===== config.mk =====
export PLATFORM = sky130hd
export DESIGN_NAME = mp3_bus_sched
export DESIGN_NICKNAME = d
export VERILOG_FILES = /design/src/rtl/mp3_pkg.sv /design/src/rtl/mp3_spi_shift.sv /design/src/rtl/mp3_bus_sched.sv
export SDC_FILE = /design/constraint.sdc
export NUM_CORES = 1
export LEC_CHECK = 0
export ABC_AREA = 1
export BUFFER_PORTS_ARGS = -buffer_cell sky130_fd_sc_hd__buf_2
export CORE_MARGIN = 3
export CORE_UTILIZATION = 43
export CTS_BUF_LIST = sky130_fd_sc_hd__clkbuf_2 sky130_fd_sc_hd__clkbuf_4 sky130_fd_sc_hd__clkbuf_8
export DETAILED_ROUTE_END_ITERATION = 8
export MAX_ROUTING_LAYER = met4
export PLACE_DENSITY = 0.73
export SYNTH_ARGS = -nofsm -noshare
export SYNTH_HDL_FRONTEND = slang
export SYNTH_HIERARCHICAL = 1
export SYNTH_SLANG_ARGS = --single-unit

===== constraint.sdc =====
create_clock -name clk_1M -period 2.4 [get_ports clk_1M]
set_clock_uncertainty 0.1 [all_clocks]
set_input_delay 0.6 -clock clk_1M [delete_from_list [all_inputs] [get_ports clk_1M]]
set_output_delay 0.6 -clock clk_1M [all_outputs]
set_load 0.01 [all_outputs]

===== src/rtl/mp3_pkg.sv =====
// Shared types and constants for the VS1003 serial-bus scheduler.
// Frame helper builds a 32-bit SCI write frame.
package mp3_pkg;

   typedef enum logic [1:0] {
      ST_IDLE,
      ST_SCI_SHIFT,
      ST_SDI_SHIFT,
      ST_GAP
   } state_e;

   localparam logic [7:0]  SCI_WRITE_OP  = 8'h02;
   localparam logic [7:0]  SCI_MODE_ADDR = 8'h00;
   localparam logic [7:0]  SCI_VOL_ADDR  = 8'h0B;
   localparam logic [15:0] MODE_SOFTRST  = 16'h0804;

   localparam int unsigned SCI_FRAME_W = 32;
   localparam int unsigned SDI_FRAME_W = 16;

   function automatic logic [31:0] sci_frame(input logic [7:0] addr, input logic [15:0] data);
      return {SCI_WRITE_OP, addr, data};
   endfunction

endpackage


===== src/rtl/mp3_spi_shift.sv =====
// MSB-first shifter for SCI (32-bit) and SDI (16-bit) words; two clk_1M cycles per bit.
// done_o flags the SCK-high half of the final bit.
module mp3_spi_shift
   import mp3_pkg::*;
(
   input  logic        clk_1M,
   input  logic        rst,
   input  logic        load_i,
   input  logic        len32_i,
   input  logic [31:0] data_i,
   output logic        si_o,
   output logic        sck_o,
   output logic        done_o
);

   logic [31:0] sh_q, sh_d;
   logic [4:0]  cnt_q, cnt_d;
   logic        ph_q, ph_d;
   logic        act_q, act_d;

   always_comb begin
      sh_d  = sh_q;
      cnt_d = cnt_q;
      ph_d  = ph_q;
      act_d = act_q;
      if (load_i) begin
         sh_d  = data_i;
         cnt_d = len32_i ? 5'(SCI_FRAME_W - 1) : 5'(SDI_FRAME_W - 1);
         ph_d  = 1'b0;
         act_d = 1'b1;
      end else if (act_q) begin
         if (!ph_q) begin
            ph_d = 1'b1;
         end else begin
            ph_d  = 1'b0;
            sh_d  = {sh_q[30:0], 1'b0};
            cnt_d = cnt_q - 5'd1;
            if (cnt_q == 5'd0) act_d = 1'b0;
         end
      end
   end

   always_ff @(posedge clk_1M) begin
      if (rst) begin
         sh_q  <= '0;
         cnt_q <= '0;
         ph_q  <= 1'b0;
         act_q <= 1'b0;
      end else begin
         sh_q  <= sh_d;
         cnt_q <= cnt_d;
         ph_q  <= ph_d;
         act_q <= act_d;
      end
   end

   assign si_o   = act_q & sh_q[31];
   assign sck_o  = act_q & ph_q;
   assign done_o = act_q & ph_q & (cnt_q == 5'd0);

endmodule


===== src/rtl/mp3_bus_sched.sv =====
// VS1003 bus scheduler: shares SI/SCK between SCI volume writes and SDI audio words, paced on DREQ.
// Optional MP3_SCHED_SOFTRST_EN adds a soft-reset SCI frame request (srst_req).
module mp3_bus_sched
   import mp3_pkg::*;
#(
   parameter logic [7:0]  VOL_ADDR = SCI_VOL_ADDR,
   parameter int unsigned GAP_CYC  = 2
) (
   input  logic        clk_1M,
   input  logic        rst,
   input  logic        enable,
   input  logic        DREQ,
   input  logic        vol_req,
   input  logic [15:0] vol_val,
   output logic        vol_busy,
`ifdef MP3_SCHED_SOFTRST_EN
   input  logic        srst_req,
`endif
   input  logic        dat_valid,
   input  logic [15:0] dat_word,
   output logic        dat_ready,
   output logic        XCS,
   output logic        XDCS,
   output logic        SI,
   output logic        SCK
);

   // The IDLE arbitration cycle is the last of the GAP_CYC deselected cycles.
   localparam logic [3:0] GAP_LOAD = 4'(GAP_CYC - 2);

   state_e      state_q, state_d;
   logic        pend_q, pend_d;
   logic [15:0] pend_val_q, pend_val_d;
   logic [3:0]  gap_q, gap_d;
   logic        rdy_q, rdy_d;
   logic        dreq_q;
   logic        load, len32, done;
   logic [31:0] frame;
`ifdef MP3_SCHED_SOFTRST_EN
   logic        pend_srst_q, pend_srst_d;
   logic        srst_wait_q, srst_wait_d;
`endif

   always_comb begin
      state_d    = state_q;
      pend_d     = pend_q;
      pend_val_d = pend_val_q;
      gap_d      = gap_q;
      rdy_d      = 1'b0;
      load       = 1'b0;
      len32      = 1'b0;
      frame      = '0;
`ifdef MP3_SCHED_SOFTRST_EN
      pend_srst_d = pend_srst_q | srst_req;
      srst_wait_d = srst_wait_q;
`endif
      case (state_q)
         ST_IDLE: begin
`ifdef MP3_SCHED_SOFTRST_EN
            // After a soft reset hold off until the decoder drops DREQ once.
            if (srst_wait_q) begin
               if (!dreq_q) srst_wait_d = 1'b0;
            end else if (dreq_q && pend_srst_q) begin
               state_d     = ST_SCI_SHIFT;
               load        = 1'b1;
               len32       = 1'b1;
               frame       = sci_frame(SCI_MODE_ADDR, MODE_SOFTRST);
               pend_srst_d = srst_req;
               srst_wait_d = 1'b1;
            end else
`endif
            if (dreq_q && pend_q) begin
               state_d = ST_SCI_SHIFT;
               load    = 1'b1;
               len32   = 1'b1;
               frame   = sci_frame(VOL_ADDR, pend_val_q);
               pend_d  = 1'b0;
            end else if (dreq_q && enable && dat_valid) begin
               state_d = ST_SDI_SHIFT;
               load    = 1'b1;
               frame   = {dat_word, 16'h0000};
               rdy_d   = 1'b1;
            end
         end
         ST_SCI_SHIFT, ST_SDI_SHIFT: begin
            if (done) begin
               if (GAP_CYC > 1) begin
                  state_d = ST_GAP;
                  gap_d   = GAP_LOAD;
               end else begin
                  state_d = ST_IDLE;
               end
            end
         end
         ST_GAP: begin
            if (gap_q == 4'd0) state_d = ST_IDLE;
            else               gap_d   = gap_q - 4'd1;
         end
         default: state_d = ST_IDLE;
      endcase
      // A request in the launch cycle re-arms for a following frame.
      if (vol_req) begin
         pend_d     = 1'b1;
         pend_val_d = vol_val;
      end
   end

   always_ff @(posedge clk_1M) begin
      if (rst) begin
         state_q    <= ST_IDLE;
         pend_q     <= 1'b0;
         pend_val_q <= '0;
         gap_q      <= '0;
         rdy_q      <= 1'b0;
         dreq_q     <= 1'b0;
`ifdef MP3_SCHED_SOFTRST_EN
         pend_srst_q <= 1'b0;
         srst_wait_q <= 1'b0;
`endif
      end else begin
         state_q    <= state_d;
         pend_q     <= pend_d;
         pend_val_q <= pend_val_d;
         gap_q      <= gap_d;
         rdy_q      <= rdy_d;
         dreq_q     <= DREQ;
`ifdef MP3_SCHED_SOFTRST_EN
         pend_srst_q <= pend_srst_d;
         srst_wait_q <= srst_wait_d;
`endif
      end
   end

   mp3_spi_shift u_shift (
      .clk_1M  (clk_1M),
      .rst     (rst),
      .load_i  (load),
      .len32_i (len32),
      .data_i  (frame),
      .si_o    (SI),
      .sck_o   (SCK),
      .done_o  (done)
   );

   assign XCS       = (state_q != ST_SCI_SHIFT);
   assign XDCS      = (state_q != ST_SDI_SHIFT);
   assign dat_ready = rdy_q;
`ifdef MP3_SCHED_SOFTRST_EN
   assign vol_busy  = pend_q | pend_srst_q | (state_q == ST_SCI_SHIFT);
`else
   assign vol_busy  = pend_q | (state_q == ST_SCI_SHIFT);
`endif

endmodule


==> results.sh, run 1 <==
export IMPL_grt_overflow=0
export IMPL_syn_avg_cell_area_um2=6.95
export IMPL_cts_tree="yes"
export IMPL_antenna_found_initial=0
export IMPL_cts_setup_buffers=0
export IMPL_yosysSeqAreaShare_pct=42.5
export IMPL_vias_per_cell=4.78
export IMPL_cp_top_family="flip-flops"
export IMPL_cts_buffer_depth=2
export IMPL_synthCells=434
export IMPL_syn_nets=479
export IMPL_hold_viol=0
export IMPL_rsz0062_at_grt="false"
export IMPL_synthMuxAreaShare_pct=0
export IMPL_first_iter_violations=193
export IMPL_max_slew_margin_pct=67.0
export IMPL_grt_usage_pct=16.9
export IMPL_synthXorXnorAreaFrac_pct=0
export IMPL_synthTopCellsByArea="dfxtp_1, nand2_1, nor2_1, inv_1, a31oi_1"
export IMPL_post_route_period_util_pct=85.9
export IMPL_hold_path_cell_count=2
export IMPL_synth_ff_type="dfxtp_1"
export IMPL_clkLatencyLatePin_ns=0.34
export IMPL_path_cells="inv_1 -> ha_1 -> or2_2 -> buf_2"
export IMPL_row_count=29
export IMPL_drc=0
export IMPL_fmax_ghz=0.485
export IMPL_worstReg2RegStart="state_q[0]"
export IMPL_drt_wirelength_per_cell_um=10.8
export IMPL_cts_buffers=9
export IMPL_cpMaxStageDelayCell="dfxtp_1"
export IMPL_synth_area_leader_cell="dfxtp_1"
export IMPL_synth_top_area_share_pct=42.5
export IMPL_cts_sinks=64
export IMPL_synth_warnings=6
export IMPL_drt_pass1_iterations=4
export IMPL_setup_tns_ns=0
export IMPL_die_area_um2=8050
export IMPL_nets=519
export IMPL_antenna_cells=0
export IMPL_grt_pass1_wl_mm=11.1
export IMPL_critPathLaunchType="flop"
export IMPL_wl_mm=6.16
export IMPL_startpoint="state_q[1]"
export IMPL_timing_hold_ws_ns=0.359
export IMPL_required_ns=1.70
export IMPL_die_h_um=89.7
export IMPL_h_tree_depth=3
export IMPL_critical_path_class="reg -> out"
export IMPL_io_buffer_count=43
export IMPL_fin_crit_ns=2.06
export IMPL_hold_class="reg -> reg"
export IMPL_coreArea_um2=6570
export IMPL_crit_path_end_kind="output port"
export IMPL_worstPathArrival_ns=1.36
export IMPL_ys_ff_latch=64
export IMPL_cts_resized=0
export IMPL_initial_utilization_pct=45.9
export IMPL_ir_worst_vdd_mv=0.377
export IMPL_synth_compound_area_share_pct=14.4
export IMPL_worstRegToRegCells=10
export IMPL_async_reset_ff_share_pct=0
export IMPL_synth_top_family_by_area="simple AND/OR/NAND/NOR gates"
export IMPL_cts_root_buf="clkbuf_8"
export IMPL_outcome="finished clean"
export IMPL_final_setup_viol_count=0
export IMPL_dp_hpwl_mm=4.24
export IMPL_grt_pass1_vias=2625
export IMPL_die_w_um=89.7
export IMPL_ys_types=24
export IMPL_powerDensity_nw_per_um2=875
export IMPL_grt_start_max_net_pins=43
export IMPL_worstMarginPinSlew_ns=0.494
export IMPL_drt_antenna_violating_nets=0
export IMPL_path_clk_slew_ns=0.07
export IMPL_place_congestion=0.851
export IMPL_synth_fa_ha_area_share_pct=2.90
export IMPL_drive_gt1_share_pct=16.3
export IMPL_layout_area_overhead_vs_synth_pct=16.7
export IMPL_drv_slew=0
export IMPL_num_vias=2734
export IMPL_ctsHoldBuffers=0
export IMPL_yosys_area_share_simple_pct=28.0
export IMPL_path_buf_inv=2
export IMPL_cpPeakStageDelay_ns=0.35
export IMPL_drv_cap=0
export IMPL_synth_edff_count=0
export IMPL_cp_depth=4
export IMPL_hp_start="pend_val_q[13]"
export IMPL_io_pin_count=44
export IMPL_synth_area_um2=3020
export IMPL_power_w=0.00308
export IMPL_leakagePower_nw=1.54
export IMPL_num_fill_cells=632
export IMPL_crit_path_max_fanout=3
[cell families (layout without fill, tap and decap cells)]
logic type,after synthesis,after routing
and+or+nand+nor,206,206
buffers and inverters,79,124
AOI/OAI and AO/OA,78,78
adders and majority gates,7,7
DFF,64,64
[path summary, 6_finish.rpt]
path	endpoint	slack [ns]
worst min register to register	pend_val_q[13]	0.36
worst max-delay path	vol_busy	0.34
worst min-delay path	pend_val_q[13]	0.36
worst max register to register	u_shift/sh_q[5]	0.50
[cells in the mapped netlist, types with 2 or more instances]
cell type,count
a21oi_1,24
nand3_1,10
ha_1,7
nand2_1,124
nand2_4,2
dfxtp_1,64
nand4_1,2
nand2_2,2
nand3_2,2
nor2_1,61
inv_1,54
inv_2,3
buf_2,6
a31oi_1,31
clkbuf_1,7
o21ai_0,20
buf_6,8
[power breakdown]
| part | internal (W) | switching [W] | leakage [nW] |
|---|---|---|---|
| Clock | 0.000745 | 0.000416 | 0.126 |
| Sequential | 0.00114 | 0.0000412 | 0.522 |
| Combinational | 0.000270 | 0.000466 | 0.888 |
[cell usage in the layout, fill, tap and decap left out, types with 6 or more instances in the layout]
| master | Yosys | layout |
|---|---|---|
| ha_1 | 7 | 7 |
| nand2_1 | 124 | 124 |
| a31oi_1 | 31 | 31 |
| o21ai_0 | 20 | 20 |
| buf_2 | 6 | 43 |
| clkbuf_8 | 0 | 11 |
| dfxtp_1 | 64 | 64 |
| nand3_1 | 10 | 10 |
| buf_4 | 0 | 6 |
| a21oi_1 | 24 | 24 |
| inv_1 | 54 | 54 |
| nor2_1 | 61 | 61 |
[per-layer routing]
layer	up-vias	track usage [%]	part of all wire [%]
met5	-	-	0
met4	0	6.51	1.1
met3	5	5.18	4.5
met2	69	27.1	47
met1	1218	20.1	47
li1	1442	-	-
[worst reg2reg max path, delay by kind of cell, from the launching register on]
| kind | cells | cell delay, ns |
|---|---|---|
| buffers and inverters | 5 | 0.77 |
| DFF | 1 | 0.36 |
| AOI/OAI and AO/OA | 2 | 0.23 |
| adders and majority gates | 1 | 0.21 |
| and+or+nand+nor | 2 | 0.16 |
[flip-flops by register name, summed over array words and instances (netlist names)]
name,count
dat_ready,1
dreq_q,1
gap_q,4
pend_q,1
pend_val_q,16
state_q,2
u_shift/act_q,1
u_shift/cnt_q,5
u_shift/ph_q,1
u_shift/sh_q,32
[final cells by class]
| type | count | area [um2] | share of cell area [%] |
|---|---|---|---|
| multi-input combinational | 291 | 1370 | 38.9 |
| clock inverter | 5 | 103 | 2.92 |
| clock buffer | 11 | 151 | 4.30 |
| sequential | 64 | 1280 | 36.4 |
| timing repair buffer | 50 | 280 | 7.96 |
| inverter | 58 | 220 | 6.26 |
| tap | 93 | 116 | 3.31 |
[metrics by stage]
stage	cell area (um2)	instances	setup slack [ns]	utilization, %
global placement	3270	556	0.323	49.7
finish	3520	572	0.340	53.6
detailed placement	3270	556	0.223	49.7
global route	3520	572	0.257	53.6
floorplan	3020	434	0.519	-
CTS	3520	572	0.308	53.6
(Power assumes the default switching activity.)
==> run 2, diff against run 1 <==
--- a/config.mk
+++ b/config.mk
@@ -7,12 +7,14 @@
 export LEC_CHECK = 0
 export ABC_AREA = 1
 export BUFFER_PORTS_ARGS = -buffer_cell sky130_fd_sc_hd__buf_2
+export CELL_PAD_IN_SITES_DETAIL_PLACEMENT = 0
+export CELL_PAD_IN_SITES_GLOBAL_PLACEMENT = 1
 export CORE_MARGIN = 3
-export CORE_UTILIZATION = 43
+export CORE_UTILIZATION = 42
 export CTS_BUF_LIST = sky130_fd_sc_hd__clkbuf_2 sky130_fd_sc_hd__clkbuf_4 sky130_fd_sc_hd__clkbuf_8
 export DETAILED_ROUTE_END_ITERATION = 8
 export MAX_ROUTING_LAYER = met4
-export PLACE_DENSITY = 0.73
+export PLACE_DENSITY = 0.92
 export SYNTH_ARGS = -nofsm -noshare
 export SYNTH_HDL_FRONTEND = slang
 export SYNTH_HIERARCHICAL = 1
==> run 2 against run 1 <==
Effect of this change: fmax is essentially flat; routed wire length decreased by 1.5%; worst setup slack improved by 0.0011 ns; power shrank 5.6%; first-iteration DRC count fell by 37%; combinational power shrank 3.0%; sequential power hardly changed; die area increased by 2.2%; core utilization fell by 3.1 points; largest cell class unchanged; highest routed layer unchanged.
==> results.sh, run 2 (synthesis gave the netlist of run 1 again) <==
export IMPL_crit_path_max_fanout=3
export IMPL_powerDensity_nw_per_um2=839
export IMPL_post_route_period_util_pct=85.8
export IMPL_die_w_um=90.7
export IMPL_stdcell_count=574
export IMPL_largest_register="u_shift/sh_q"
export IMPL_row_count=30
export IMPL_worstPathArrival_ns=1.36
export IMPL_drt_pass1_iterations=4
export IMPL_cts_tree="yes"
export IMPL_ir_worst_vdd_mv=0.388
export IMPL_place_congestion=0.813
export IMPL_required_ns=1.70
export IMPL_grt_pass1_vias=2525
export IMPL_antenna_cells=0
export IMPL_cts_sinks=64
export IMPL_path_clk_slew_ns=0.06
export IMPL_drt_wirelength_per_cell_um=10.6
export IMPL_hold_class="reg -> reg"
export IMPL_grt_start_max_net_pins=43
export IMPL_outcome="finished clean"
export IMPL_fin_crit_ns=2.06
export IMPL_drc=0
export IMPL_placed_cells=558
export IMPL_cts_buffers=9
export IMPL_hp_start="pend_val_q[0]"
export IMPL_hold_viol=0
export IMPL_initial_utilization_pct=43.9
export IMPL_final_setup_viol_count=0
export IMPL_die_area_um2=8230
export IMPL_max_slew_margin_pct=66.9
export IMPL_coreArea_um2=6870
export IMPL_largestRegisters="u_shift/sh_q (32), pend_val_q (16), u_shift/cnt_q (5)"
export IMPL_grt_overflow=0
export IMPL_final_common_cell="nand2_1"
export IMPL_worstReg2RegStart="state_q[0]"
export IMPL_startpoint="state_q[1]"
export IMPL_crit_path_end_kind="output port"
export IMPL_die_h_um=90.7
export IMPL_worstMarginPinSlew_ns=0.496
export IMPL_drive_gt1_share_pct=16.1
export IMPL_setup_tns_ns=0
export IMPL_cts_buffer_depth=2
export IMPL_io_buffer_count=43
export IMPL_io_pin_count=44
export IMPL_h_tree_depth=3
export IMPL_cts_root_buf="clkbuf_8"
export IMPL_rsz0062_at_grt="false"
export IMPL_critical_path_class="reg -> out"
export IMPL_clkLatencyLatePin_ns=0.34
export IMPL_first_iter_violations=121
export IMPL_grt_usage_pct=16.2
export IMPL_regToRegSetupSlack_ns=0.37
export IMPL_drt_antenna_violating_nets=0
export IMPL_cts_resized=0
export IMPL_fmax_ghz=0.486
export IMPL_final_cell_mix="nand2_1, dfxtp_1, nor2_1"
export IMPL_largest_reg_flops=32
export IMPL_wl_mm=6.07
export IMPL_antenna_found_initial=0
export IMPL_drv_cap=0
export IMPL_ctsHoldBuffers=0
export IMPL_nets=518
export IMPL_num_vias=2672
export IMPL_dp_hpwl_mm=4.11
export IMPL_layout_area_overhead_vs_synth_pct=15.0
export IMPL_grt_pass1_wl_mm=10.7
export IMPL_critPathLaunchType="flop"
export IMPL_vias_per_cell=4.66
export IMPL_power_w=0.00291
export IMPL_drv_slew=0
export IMPL_leakagePower_nw=1.51
export IMPL_cts_setup_buffers=0
run 2: cell types whose count changed in the layout (fill, tap and decap cells not counted), sizes merged:
cell / change
clkinv: +2
buf: -1
clkbuf: -2
bufinv: -1
inv: +1
run 2: metrics by stage:
step                setup slack (ns)  hold slack (ns)  utilization, %  instance area [um2]
detailed placement             0.288            0.349            47.3                 3250
global route                   0.124            0.367            50.5                 3470
floorplan                      0.519            0.329               -                 3020
finish                         0.341            0.356            50.5                 3470
CTS                            0.314            0.359            50.5                 3470
global placement               0.328            0.345            47.3                 3250
run 2: path summary, 6_finish.rpt:
kind	endpoint	cells past startpoint
worst max-delay path	vol_busy	4
worst min register to register	pend_val_q[0]	2
worst max register to register	u_shift/cnt_q[4]	9
worst min-delay path	pend_val_q[0]	2
run 2: routing by layer:
layer | vias up | track usage, % | share of wire (%)
met5 | - | - | 0
met4 | 0 | 9.06 | 2.5
met3 | 13 | 3.00 | 3.8
met2 | 52 | 25.4 | 43
met1 | 1166 | 19.6 | 51
li1 | 1441 | - | -
run 2: worst max-delay path, stage by stage, from the launching register on:
cell and delay [ns]:
dfxtp_1 0.35, inv_1 0.09, ha_1 0.19, or2_2 0.26, buf_2 0.14
run 2: power breakdown:
| group | total (W) | switching [W] | internal [W] | leakage (nW) |
|---|---|---|---|---|
| logic | 0.000714 | 0.000459 | 0.000255 | 0.876 |
| clock network | 0.00101 | 0.000426 | 0.000586 | 0.110 |
| registers | 0.00118 | 0.0000411 | 0.00114 | 0.522 |
run 2: cell type report:
type	count	area, um2
fillers	689	3400
repair buffers	49	260
multi-input cells	291	1370
clock inverters	7	95.1
clock buffers	9	124
well taps	96	120
flip-flops and latches	64	1280
inverters	58	220
==> run 3, diff against run 2 <==
--- a/config.mk
+++ b/config.mk
@@ -15,6 +15,7 @@
 export DETAILED_ROUTE_END_ITERATION = 8
 export MAX_ROUTING_LAYER = met4
 export PLACE_DENSITY = 0.92
+export RECOVER_POWER = 25
 export SYNTH_ARGS = -nofsm -noshare
 export SYNTH_HDL_FRONTEND = slang
 export SYNTH_HIERARCHICAL = 1
==> run 3 against run 2 <==
Effect of this change: sequential power is essentially flat; die area is the same; power is essentially flat; sequential share of layout area is essentially flat; combinational power is essentially flat; core utilization is essentially flat; non-clock buffer count is the same; routed wire length is essentially flat; first-iteration DRC count is the same; critical path type unchanged.
==> results.sh, run 3 (synthesis gave the netlist of run 1 again) <==
export IMPL_outcome="finished clean"
export IMPL_drt_wirelength_per_cell_um=10.6
export IMPL_path_buf_inv=2
export IMPL_crit_path_end="vol_busy"
export IMPL_io_pin_count=44
export IMPL_path_cells="inv_1 -> ha_1 -> or2_2 -> buf_2"
export IMPL_cp_top_family="flip-flops"
export IMPL_clkLatencyLatePin_ns=0.34
export IMPL_critPathLaunchType="flop"
export IMPL_placed_cells=558
export IMPL_cpMaxStageDelayCell="dfxtp_1"
export IMPL_fin_util_pct=50.5
export IMPL_p_comb_share_pct=24.5
export IMPL_regToRegSetupSlack_ns=0.36
export IMPL_rsz0062_at_grt="false"
export IMPL_startpoint="state_q[1]"
export IMPL_crit_path_end_kind="output port"
export IMPL_grt_start_max_net_pins=43
export IMPL_post_route_period_util_pct=85.8
export IMPL_drc=0
export IMPL_hold_class="reg -> reg"
export IMPL_cts_buffers=9
export IMPL_row_count=30
export IMPL_intPower_w=0.00198
export IMPL_final_common_cell="nand2_1"
export IMPL_max_slew_margin_pct=42.5
export IMPL_grt_overflow=0
export IMPL_power_frac_seq_pct=40.7
export IMPL_grt_usage_pct=16.2
export IMPL_coreArea_um2=6870
export IMPL_path_clk_slew_ns=0.06
export IMPL_worstMarginPinSlew_ns=0.862
export IMPL_wl_mm=6.07
export IMPL_io_buffer_count=43
export IMPL_cts_root_buf="clkbuf_8"
export IMPL_required_ns=1.70
export IMPL_num_vias=2672
export IMPL_power_switching_w=0.000926
export IMPL_grt_pass1_wl_mm=10.7
export IMPL_worstRegToRegCells=9
export IMPL_crit_path_max_fanout=3
export IMPL_cp_depth=4
export IMPL_critical_path_class="reg -> out"
export IMPL_final_cell_mix="nand2_1, dfxtp_1, nor2_1"
export IMPL_cts_resized=0
export IMPL_ir_worst_vdd_mv=0.388
export IMPL_largest_register="u_shift/sh_q"
export IMPL_cts_tree="yes"
export IMPL_cts_sinks=64
export IMPL_powerDensity_nw_per_um2=839
export IMPL_fin_crit_ns=2.06
export IMPL_grt_pass1_vias=2525
export IMPL_drv_cap=0
export IMPL_antenna_found_initial=0
export IMPL_cts_buffer_depth=2
export IMPL_die_w_um=90.7
export IMPL_first_iter_violations=121
export IMPL_drt_pass1_iterations=4
export IMPL_power_w=0.00291
export IMPL_stdcell_count=574
export IMPL_cts_setup_buffers=0
export IMPL_setup_tns_ns=0
export IMPL_die_h_um=90.7
export IMPL_r2r_end="u_shift/cnt_q[4]"
export IMPL_dp_hpwl_mm=4.11
export IMPL_fmax_ghz=0.486
export IMPL_initial_utilization_pct=43.9
export IMPL_worstReg2RegStart="state_q[0]"
export IMPL_p_sw_share_pct=31.8
export IMPL_worstPathArrival_ns=1.36
export IMPL_die_area_um2=8230
export IMPL_antenna_cells=0
export IMPL_hold_viol=0
export IMPL_place_congestion=0.813
export IMPL_drive_gt1_share_pct=16.1
export IMPL_cpPeakStageDelay_ns=0.35
export IMPL_vias_per_cell=4.66
export IMPL_power_frac_clock_pct=34.8
export IMPL_leakagePower_nw=1.51
export IMPL_drv_slew=0
export IMPL_largest_reg_flops=32
export IMPL_layout_area_overhead_vs_synth_pct=14.9
export IMPL_h_tree_depth=3
export IMPL_drt_antenna_violating_nets=0
export IMPL_largestRegisters="u_shift/sh_q (32), pend_val_q (16), u_shift/cnt_q (5)"
export IMPL_ctsHoldBuffers=0
export IMPL_final_setup_viol_count=0
export IMPL_nets=518
run 3: cell count changes in the layout (fill, tap and decap cells not counted), sizes merged:
| cell | delta |
|---|---|
| buf | -1 |
| clkbuf | +1 |
run 3: worst min path at each step:
| stage | start | to | slack (ns) | depth (start not counted) |
|---|---|---|---|---|
| after floorplan | pend_val_q[14] | pend_val_q[14] | 0.33 | 2 |
| after global placement | pend_val_q[14] | pend_val_q[14] | 0.35 | 2 |
| after detailed placement | pend_val_q[8] | pend_val_q[8] | 0.35 | 2 |
| after CTS | DREQ | dreq_q | 0.36 | 3 |
| after global routing | pend_val_q[8] | pend_val_q[8] | 0.37 | 2 |
| final | pend_val_q[0] | pend_val_q[0] | 0.36 | 2 |
run 3: area by class of cell:
cell class | instances | area (um2)
clock buffers | 9 | 124
inverters | 58 | 220
repair buffers | 49 | 258
well taps | 96 | 120
multi-input cells | 291 | 1370
fillers | 689 | 3400
flip-flops and latches | 64 | 1280
clock inverters | 7 | 95.1
run 3: stage by stage:
stage	setup slack (ns)	cell area, um2	hold slack (ns)
final	0.341	3470	0.356
after global routing	0.109	3470	0.367
after CTS	0.314	3470	0.359
after detailed placement	0.288	3250	0.349
after global placement	0.328	3250	0.345
after floorplan	0.519	3020	0.329
run 3: routing by layer:
metal	share of wire, %	up-vias	global-route usage (%)	wire length [um]
met5	0	-	-	0
met1	51	1166	19.6	3070
li1	-	1441	-	-
met4	2.5	0	9.06	150
met3	3.8	13	3.00	232
met2	43	52	25.4	2620
run 3: tightest hold or removal path, cell delays in order (launching register included):
cell and delay [ns]:
dfxtp_1 0.30, inv_1 0.06, a21oi_1 0.06
run 3: power groups by stage:
stage          Combinational, W  Sequential [W]  Clock [W]
6_report               0.000713         0.00118    0.00101
3_5_place_dp           0.000714         0.00121          0
4_1_cts                0.000718         0.00118    0.00105
3_3_place_gp           0.000698         0.00120          0
2_1_floorplan          0.000573         0.00120          0
5_1_grt                0.000847         0.00119    0.00109
